**src/rtl/debounce_pkg.sv**
```systemverilog
// ---------------------------------------------------------------------------
// debounce_pkg : state encoding and default stability length for debounce_edge_det
// Rev 1.0
// ---------------------------------------------------------------------------
`default_nettype none

package debounce_pkg;

  localparam logic [1:0] ST_STABLE_LO = 2'b00;
  localparam logic [1:0] ST_WAIT_HI   = 2'b01;
  localparam logic [1:0] ST_STABLE_HI = 2'b11;
  localparam logic [1:0] ST_WAIT_LO   = 2'b10;

  localparam int DEFAULT_STABLE_CYCLES = 4;

endpackage

`default_nettype wire

```
**src/rtl/debounce_edge_det.sv**
```systemverilog
// ---------------------------------------------------------------------------
// debounce_edge_det : debounces a synchronous 1-bit level, emits rise/fall pulses
// Rev 1.0
// ---------------------------------------------------------------------------
`default_nettype none

module debounce_edge_det
  import debounce_pkg::*;
#(
  parameter int STABLE_CYCLES = DEFAULT_STABLE_CYCLES,
  parameter int CNT_W         = $clog2(STABLE_CYCLES)
) (
  input  logic clk,
  input  logic rst,
  input  logic en,
  input  logic d,
  output logic q,
  output logic rise,
  output logic fall
);

  generate
    if (STABLE_CYCLES < 2) begin : g_param_check
      $fatal(1, "debounce_edge_det: STABLE_CYCLES must be at least 2");
    end
  endgenerate

  localparam logic [CNT_W-1:0] CNT_MAX = CNT_W'(STABLE_CYCLES - 1);
  localparam logic [CNT_W-1:0] CNT_ONE = CNT_W'(1);

  logic [1:0]       state, state_nxt;
  logic [CNT_W-1:0] cnt, cnt_nxt;
  logic             q_nxt, rise_nxt, fall_nxt;

  always_comb begin
    state_nxt = state;
    cnt_nxt   = cnt;
    q_nxt     = q;
    rise_nxt  = 1'b0;
    fall_nxt  = 1'b0;
    if (en) begin
      case (state)
        ST_STABLE_LO: begin
          if (d) begin
            state_nxt = ST_WAIT_HI;
            cnt_nxt   = CNT_ONE;
          end
        end
        ST_WAIT_HI: begin
          if (!d) begin
            state_nxt = ST_STABLE_LO;
            cnt_nxt   = '0;
          end else if (cnt == CNT_MAX) begin
            state_nxt = ST_STABLE_HI;
            cnt_nxt   = '0;
            q_nxt     = 1'b1;
            rise_nxt  = 1'b1;
          end else begin
            cnt_nxt = cnt + CNT_ONE;
          end
        end
        ST_STABLE_HI: begin
          if (!d) begin
            state_nxt = ST_WAIT_LO;
            cnt_nxt   = CNT_ONE;
          end
        end
        ST_WAIT_LO: begin
          // A high sample while waiting to fall means the low was a glitch.
          if (d) begin
            state_nxt = ST_STABLE_HI;
            cnt_nxt   = '0;
          end else if (cnt == CNT_MAX) begin
            state_nxt = ST_STABLE_LO;
            cnt_nxt   = '0;
            q_nxt     = 1'b0;
            fall_nxt  = 1'b1;
          end else begin
            cnt_nxt = cnt + CNT_ONE;
          end
        end
        default: begin
          state_nxt = ST_STABLE_LO;
          cnt_nxt   = '0;
          q_nxt     = 1'b0;
        end
      endcase
    end
  end

  always_ff @(posedge clk) begin
    if (rst) begin
      state <= ST_STABLE_LO;
      cnt   <= '0;
      q     <= 1'b0;
      rise  <= 1'b0;
      fall  <= 1'b0;
    end else begin
      state <= state_nxt;
      cnt   <= cnt_nxt;
      q     <= q_nxt;
      rise  <= rise_nxt;
      fall  <= fall_nxt;
    end
  end

endmodule

`default_nettype wire

```
**config.mk**
```make
export PLATFORM = sky130hd
export DESIGN_NAME = debounce_edge_det
export DESIGN_NICKNAME = d
export VERILOG_FILES = /design/src/rtl/debounce_pkg.sv /design/src/rtl/debounce_edge_det.sv
export SDC_FILE = /design/constraint.sdc
export NUM_CORES = 1
export LEC_CHECK = 0
export CAP_MARGIN = 20
export CORE_AREA = 2 2 39 41
export DETAILED_ROUTE_END_ITERATION = 16
export DIE_AREA = 0 0 41 43
export PLACE_DENSITY = 0.7
export SETUP_SLACK_MARGIN = 0.1
export SYNTH_ARGS = -nofsm -noshare
export SYNTH_HDL_FRONTEND = slang
export SYNTH_SLANG_ARGS = --single-unit
```
**constraint.sdc**
```tcl
create_clock -name clk -period 1.8 [get_ports clk]
set_input_delay 0.27 -clock clk [delete_from_list [all_inputs] [get_ports clk]]
set_output_delay 0.27 -clock clk [all_outputs]
set_load 0.02 [all_outputs]
```
==> impl_results.rst, run 1 <==
.. list-table::
   :header-rows: 1

   * - Metric
     - Value
   * - Run status
     - finished, final reports clean
   * - Total power after layout
     - approximately 0.00039 W
   * - Clock tree from TritonCTS
     - done
   * - Worst hold margin
     - 466.1 ps
   * - Avg Inst Size Synth
     - 9.862 um^2
   * - Leakage component of the power
     - 0.2396 nW
   * - Net count reported at finish
     - 75
   * - Final setup violation count
     - 0
   * - Total gr overflow
     - 0
   * - First-pass DRT Iterations
     - 4
   * - DR vias
     - 421
   * - Number of instances in the synthesized netlist
     - 51
   * - Post-synth EDFFs
     - 0
   * - Share of synthesized cell area in and, or, nand and nor gates
     - 19.40%
   * - Number of global-route vias before repair
     - 372
   * - Instance count along the most critical hold path
     - 2
   * - Worst voltage drop across the vdd grid
     - between 0.3 and 0.4 mV
   * - Total of flip-flops plus latches after synthesis
     - 7
   * - Area delta synth->final
     - 23.38%
   * - First-pass GRT wire length
     - 1600 um
   * - Max frequency
     - between 0.6 and 0.7 GHz
   * - Final max-slew violation count
     - 0
   * - Width of the chip
     - 41 um
   * - Relative slew slack
     - 76.18%
   * - Synthesis warning total
     - 0
   * - Classification of the worst setup path
     - reg -> reg
   * - Fraction of layout cells with a size suffix above 1
     - between 10% and 20%
   * - Fin. Hold Viols
     - 0
   * - Clock Skew
     - 7.768 ps
   * - Time the worst path needs with I/O delays and setup
     - 1610 ps
   * - Worst Min Path Start
     - q
   * - Post-DR vias/cell
     - approximately 5.4
   * - Mux cell area share after synthesis
     - 8.955%
   * - Number of rows in the core area
     - 14
   * - Routed wirelength normalized by instance count
     - 12.92 um
   * - Area of the core region
     - between 1000 and 1500 um^2
   * - Combined area of all synthesized cells
     - 503.0 um^2
   * - Unique cell type count in the Yosys netlist
     - 26
   * - Syn Nets
     - 63
   * - Residual DRC count
     - 0
   * - Total of buffers placed on input and output ports
     - 6
   * - Post-synthesis compound-gate area fraction
     - 18.66%
   * - Initial antenna violation count
     - 0
   * - Maximum number of pins on one net before global-route repair
     - 10
   * - Worst-case reg-to-reg path depth
     - 5
   * - Slew at the pin closest to its max-slew limit
     - 356.2 ps
   * - Kind of end point of the critical path
     - flip-flop
   * - Die Footprint
     - between 1500 and 2000 um^2
   * - Hold EP
     - q
   * - Critical path data arrival time
     - roughly 1800 ps
   * - I/O pin total
     - 7
   * - Peak fanout along the critical path
     - 4
   * - H-Tree Depth
     - 1
   * - Destination of the worst register-to-register timing path
     - state[1]
   * - Count of max-cap constraint violations
     - 0
   * - Maximum buffer depth of the clock tree
     - 2
   * - Share of flip-flops with an asynchronous set or reset
     - 0%
   * - Adder-cell share of the synthesized area
     - roughly 20%
   * - Cell taking the most area after synthesis
     - sky130_fd_sc_hd__dfxtp_1
   * - Critical Path RT
     - between 1500 and 2000 ps
   * - Dominant combinational cell family by area after synthesis
     - adder cells
   * - Antenna-violating nets left
     - 0
   * - Hold Path Class
     - reg -> reg
   * - Share of the synthesized netlist area taken by xor and xnor gates
     - 0%
   * - Die height
     - between 40 and 50 um
   * - Clock Sinks
     - 7
   * - RSZ-0062 raised after global routing
     - false
   * - Routed wire length
     - 1008 um
   * - Top post-synthesis cells by area
     - sky130_fd_sc_hd__dfxtp_1 28%, sky130_fd_sc_hd__ha_1 20%, sky130_fd_sc_hd__a21oi_1 4.0%
   * - FF-to-FF Start
     - state[0]
   * - Final cycle utilization of the critical path
     - 89.46%
   * - Ant diodes
     - 0
   * - CP startpoint kind
     - flip-flop
   * - Reg-to-reg setup timing slack
     - 190 ps
   * - First DRT Iteration DRCs
     - 4
   * - Overall track demand over capacity in global routing
     - 14.37%
   * - Cell at the root of the clock tree
     - sky130_fd_sc_hd__clkbuf_4
   * - Pwr/cell area
     - roughly 620 nW/um^2
   * - RD Place Congestion
     - between 0.8 and 0.9
   * - Starting utilization of the core area
     - about 36%
   * - Share of the synthesized area in the top cell type
     - 27.86%
   * - CTS clk-pin slew, worst paths
     - 60 ps
   * - Later-pin clock latency in the skew report
     - 260 ps
   * - Sequential share of the synthesized area
     - 27.86%
   * - Most frequently used flop master after synthesis
     - sky130_fd_sc_hd__dfxtp_1
   * - Inserted Clock Buffers
     - 3
   * - Placed wire-length estimate
     - 768.7 um
synthesized netlist by cell type (2+ instances only):
| library cell | instances |
|---|---|
| sky130_fd_sc_hd__a211oi_1 | 2 |
| sky130_fd_sc_hd__inv_1 | 3 |
| sky130_fd_sc_hd__nor3_1 | 2 |
| sky130_fd_sc_hd__nor2_1 | 2 |
| sky130_fd_sc_hd__a21oi_1 | 4 |
| sky130_fd_sc_hd__nor4b_1 | 2 |
| sky130_fd_sc_hd__dfxtp_1 | 7 |
| sky130_fd_sc_hd__ha_1 | 8 |
| sky130_fd_sc_hd__nand2_1 | 3 |
| sky130_fd_sc_hd__mux2i_1 | 2 |
layout make-up:
cell class / instances / area (um^2)
Tap cell: 16 / 20.02
Clock buffer: 4 / 26.28
Inverter: 3 / 11.26
Timing Repair Buffer: 9 / 82.58
Multi-Input combinational cell: 39 / 339.1
Sequential cell: 7 / 141.4
Fill cell: 135 / 763.2
cells by family after synthesis:
kind of cell | Yosys count
simple gates | 15
compound gates | 12
fa+ha+maj | 8
flops | 7
buf+inv | 5
mux | 4
power breakdown:
part	internal [W]	switching, W
clock	0.0000850	0.0000634
sequential	0.000160	0.00000362
combinational	0.0000351	0.0000382
how the worst max path moves through the flow:
| stage | cells after the start | to | from |
|---|---|---|---|
| after global routing | 5 | state[1] | state[0] |
| after global placement | 4 | state[1] | d |
| after detailed placement | 4 | state[1] | d |
| final | 5 | state[1] | state[0] |
| after CTS | 4 | state[1] | state[1] |
| after floorplan | 5 | state[1] | state[0] |
state kept, by name (all words and copies together), names as in the netlist:
name	cells
cnt	2
state	2
fall	1
rise	1
q	1
critical path, stage by stage (launching register included):
cell                      delay, ps
sky130_fd_sc_hd__dfxtp_1        300
sky130_fd_sc_hd__inv_1           90
sky130_fd_sc_hd__ha_2           210
sky130_fd_sc_hd__or3b_1         360
sky130_fd_sc_hd__and4_1         230
sky130_fd_sc_hd__mux2_1         300
routing by layer:
metal  GRT usage (%)  up-vias  wire length, um
li1                -      211                -
met1           18.39      199              468
met2           18.44        9              473
met3           7.853        2               49
met4           8.000        0               17
met5               0        -                0
stage by stage:
step | instances | worst slack [ps] | setup TNS (ps) | area, um^2 | utilization [%]
2_1_floorplan | 51 | 219.1 | 0 | 503.0 | -
3_5_place_dp | 74 | -44.75 | -46.38 | 590.6 | 42.68
4_1_cts | 78 | 173.1 | 0 | 616.8 | 44.57
5_1_grt | 78 | 107.8 | 0 | 620.6 | 44.85
3_3_place_gp | 74 | -32.15 | -32.15 | 590.6 | 42.68
6_report | 78 | 189.8 | 0 | 620.6 | 44.85
cell usage in the layout (no fill, tap or decap):
master	instances
sky130_fd_sc_hd__nand2b_1	1
sky130_fd_sc_hd__inv_1	3
sky130_fd_sc_hd__ha_2	1
sky130_fd_sc_hd__a41oi_1	1
sky130_fd_sc_hd__a21oi_1	4
sky130_fd_sc_hd__mux2i_1	2
sky130_fd_sc_hd__a211oi_1	2
sky130_fd_sc_hd__ha_1	7
sky130_fd_sc_hd__o21bai_1	1
sky130_fd_sc_hd__or3b_1	1
sky130_fd_sc_hd__and4_1	1
sky130_fd_sc_hd__nor3_1	2
sky130_fd_sc_hd__clkdlybuf4s50_1	6
sky130_fd_sc_hd__dfxtp_1	6
sky130_fd_sc_hd__nand4b_1	1
sky130_fd_sc_hd__clkbuf_1	1
sky130_fd_sc_hd__or3b_4	1
sky130_fd_sc_hd__mux2i_2	1
sky130_fd_sc_hd__nor4b_1	2
sky130_fd_sc_hd__a21boi_0	1
sky130_fd_sc_hd__o21ba_2	1
sky130_fd_sc_hd__nor2_1	2
sky130_fd_sc_hd__o311a_1	1
sky130_fd_sc_hd__buf_4	3
sky130_fd_sc_hd__nand2_1	3
sky130_fd_sc_hd__dfxtp_2	1
sky130_fd_sc_hd__a2111oi_2	1
sky130_fd_sc_hd__clkbuf_4	3
sky130_fd_sc_hd__mux2_1	1
sky130_fd_sc_hd__nand3b_1	1
what timing repair did:
action / CTS / global route
setup endpoints to repair: 0 / 2
hold buffers: 0 / 0
buffers inserted: 0 / 0
gates resized for setup: 0 / 2
(Power assumes the default switching activity.)
==> run 2, diff against run 1 <==
--- a/config.mk
+++ b/config.mk
@@ -9,6 +9,7 @@
 export CORE_AREA = 2 2 39 41
 export DETAILED_ROUTE_END_ITERATION = 16
 export DIE_AREA = 0 0 41 43
+export GPL_TIMING_DRIVEN = 0
 export PLACE_DENSITY = 0.7
 export SETUP_SLACK_MARGIN = 0.1
 export SYNTH_ARGS = -nofsm -noshare
==> run 2 against run 1 <==
Combinational power down 4.2%. Via count down 4.5%. Global-route usage down 0.70 points. Count of clock-buffer cells in the layout unchanged. Worst hold slack worse by 1.2 ps. Setup slack worse by 70 ps. Fmax down 4.2%. Final cell count down 2.6%.
==> impl_results.rst, run 2 (synthesis results as in run 1) <==
.. list-table::
   :header-rows: 1

   * - Metric
     - Value
   * - Run status
     - finished, final reports clean
   * - Part of the power in the clock network
     - approximately two fifths
   * - Initial antenna violation count
     - 0
   * - CP startpoint kind
     - flip-flop
   * - Peak fanout along the critical path
     - 5
   * - Clock Skew
     - 4.043 ps
   * - Slew at the pin closest to its max-slew limit
     - 402.8 ps
   * - Sum Neg Setup Slack
     - 0 ps
   * - Post-Place Setup Slack
     - -219.4 ps
   * - Antenna-violating nets left
     - 0
   * - Final cycle utilization of the critical path
     - 93.37%
   * - Fraction of layout cells with a size suffix above 1
     - 20.00%
   * - Routed wire length
     - 1023 um
   * - Proportion of total power due to net switching
     - 27.56%
   * - RSZ-0062 raised after global routing
     - true
   * - PnR worst setup slack
     - ~120 ps
   * - Die height
     - 43 um
   * - Count of max-cap constraint violations
     - 0
   * - Logic pwr share
     - 18.3%
   * - Clock tree from TritonCTS
     - done
   * - Maximum buffer depth of the clock tree
     - 2
   * - DR vias
     - 402
   * - Kind of end point of the critical path
     - flip-flop
   * - Maximum single-stage delay on the critical path
     - 390 ps
   * - Time the worst path needs with I/O delays and setup
     - 1681 ps
   * - Number of rows in the core area
     - 14
   * - Maximum number of pins on one net before global-route repair
     - 11
   * - Width of the chip
     - 41 um
   * - Internal power summed over all cells
     - about 0.00028 W
   * - Most common cell after layout, fill and taps aside
     - sky130_fd_sc_hd__ha_1
   * - Pwr/cell area
     - 624.2 nW/um^2
   * - Overall track demand over capacity in global routing
     - roughly 14%
   * - Total gr overflow
     - 0
   * - Routed wirelength normalized by instance count
     - roughly 13 um
   * - Setup bufs post-CTS
     - 0
   * - Number of global-route vias before repair
     - approximately 380
   * - Starting utilization of the core area
     - a little over a third
   * - Fin. Hold Viols
     - 0
   * - Clock Sinks
     - 7
   * - First DRT Iteration DRCs
     - 7
   * - Sequential share of power
     - 43.4%
   * - I/O pin total
     - 7
   * - Inserted Clock Buffers
     - 3
   * - Post-DR vias/cell
     - approximately 5.3
   * - Area delta synth->final
     - 22.39%
   * - Total met2 wirelength after detailed routing
     - 501 um
   * - Net switching power
     - 0.0001059 W
   * - H-Tree Depth
     - 1
   * - Relative slew slack
     - 73.15%
   * - Ant diodes
     - 0
   * - CTS clk-pin slew, worst paths
     - 50 ps
   * - Worst path slowest cell
     - sky130_fd_sc_hd__or3b_1
   * - Cell at the root of the clock tree
     - sky130_fd_sc_hd__clkbuf_4
   * - Cell-by-cell listing of the critical path
     - inv_1, ha_2, or3b_1, and4_4, mux2_1
   * - Met1 Wirelength
     - between 400 and 500 um
   * - Critical Path RT
     - 1940 ps
   * - Met3 wire len
     - 68 um
   * - Most frequent cells in the layout
     - 7 x sky130_fd_sc_hd__ha_1, 5 x sky130_fd_sc_hd__dfxtp_1, 5 x sky130_fd_sc_hd__clkdlybuf4s50_1, 4 x sky130_fd_sc_hd__a21oi_1
   * - Largest registers ranked by flip-flop count
     - cnt x2, state x2
   * - Final setup violation count
     - 0
   * - Hold Path Class
     - in -> reg
   * - Residual DRC count
     - 0
   * - Max frequency
     - 0.5950 GHz
   * - Final max-slew violation count
     - 0
   * - Leakage component of the power
     - roughly 0.23 nW
   * - Area of the core region
     - between 1000 and 1500 um^2
   * - Critical path data arrival time
     - 1820 ps
   * - Total of buffers placed on input and output ports
     - 5
   * - Max layer used
     - met4
   * - First-pass GRT wire length
     - ~1500 um
   * - Placed wire-length estimate
     - 757.1 um
   * - Reg-to-reg setup timing slack
     - 120 ps
   * - Later-pin clock latency in the skew report
     - 260 ps
   * - First-pass DRT Iterations
     - 4
   * - Worst voltage drop across the vdd grid
     - 0.2770 mV
   * - Net count reported at finish
     - 73
   * - Die Footprint
     - 1763 um^2
   * - RD Place Congestion
     - 0.7586
   * - Classification of the worst setup path
     - reg -> reg
[run 2: stage by stage]
stage	hold WS [ps]	total power (W)	area (um^2)	instances	util [%]
2_1_floorplan	438.8	0.0002147	503.0	51	-
3_3_place_gp	462.4	0.0002305	573.1	72	41.41
3_5_place_dp	470.8	0.0002337	573.1	72	41.41
4_1_cts	459.7	0.0003877	611.8	76	44.21
5_1_grt	490.5	0.0004099	615.6	76	44.48
6_report	464.9	0.0003843	615.6	76	44.48
[run 2: power by group through the flow]
stage	Sequential [W]	Clock (W)	Combinational, W
after floorplan	0.000168	0	0.0000468
after global placement	0.000169	0	0.0000615
after detailed placement	0.000170	0	0.0000641
after CTS	0.000167	0.000153	0.0000676
after global routing	0.000167	0.000165	0.0000772
final	0.000167	0.000147	0.0000702
[run 2: area by class of cell]
cell class	instances	area (um^2)
Clock buffer	4	26.28
Inverter	3	11.26
Sequential cell	7	142.6
Tap cell	16	20.02
Timing Repair Buffer	5	50.05
Multi-Input combinational cell	39	350.3
Fill cell	142	768.2
Buffer	2	15.01
[run 2: metal layers]
layer / up-vias / GRT usage (%)
met5: - / 0
met4: 0 / 6.000
met3: 5 / 9.424
met2: 11 / 20.94
met1: 181 / 13.55
li1: 205 / -
[run 2: worst paths after layout]
check                              start       end  cells past startpoint
worst max-delay path            state[0]  state[1]                      5
worst min-delay path                 rst  state[0]                      2
worst max register to register  state[0]  state[1]                      5
worst min register to register         q         q                      2
[run 2: what timing repair did]
action	4_1_cts	5_1_grt
pin swaps	0	0
endpoints found under the setup margin	1	2
gates resized for setup	3	2
hold endpoints to repair	0	0
hold buffers	0	0
[run 2: worst max-delay path, delay by kind of cell, from the launching register on]
| family | cells | cell delay [ps] |
|---|---|---|
| buf+inv | 1 | 110 |
| fa+ha+maj | 1 | 210 |
| flops | 1 | 340 |
| mux | 1 | 300 |
| simple gates | 2 | 610 |
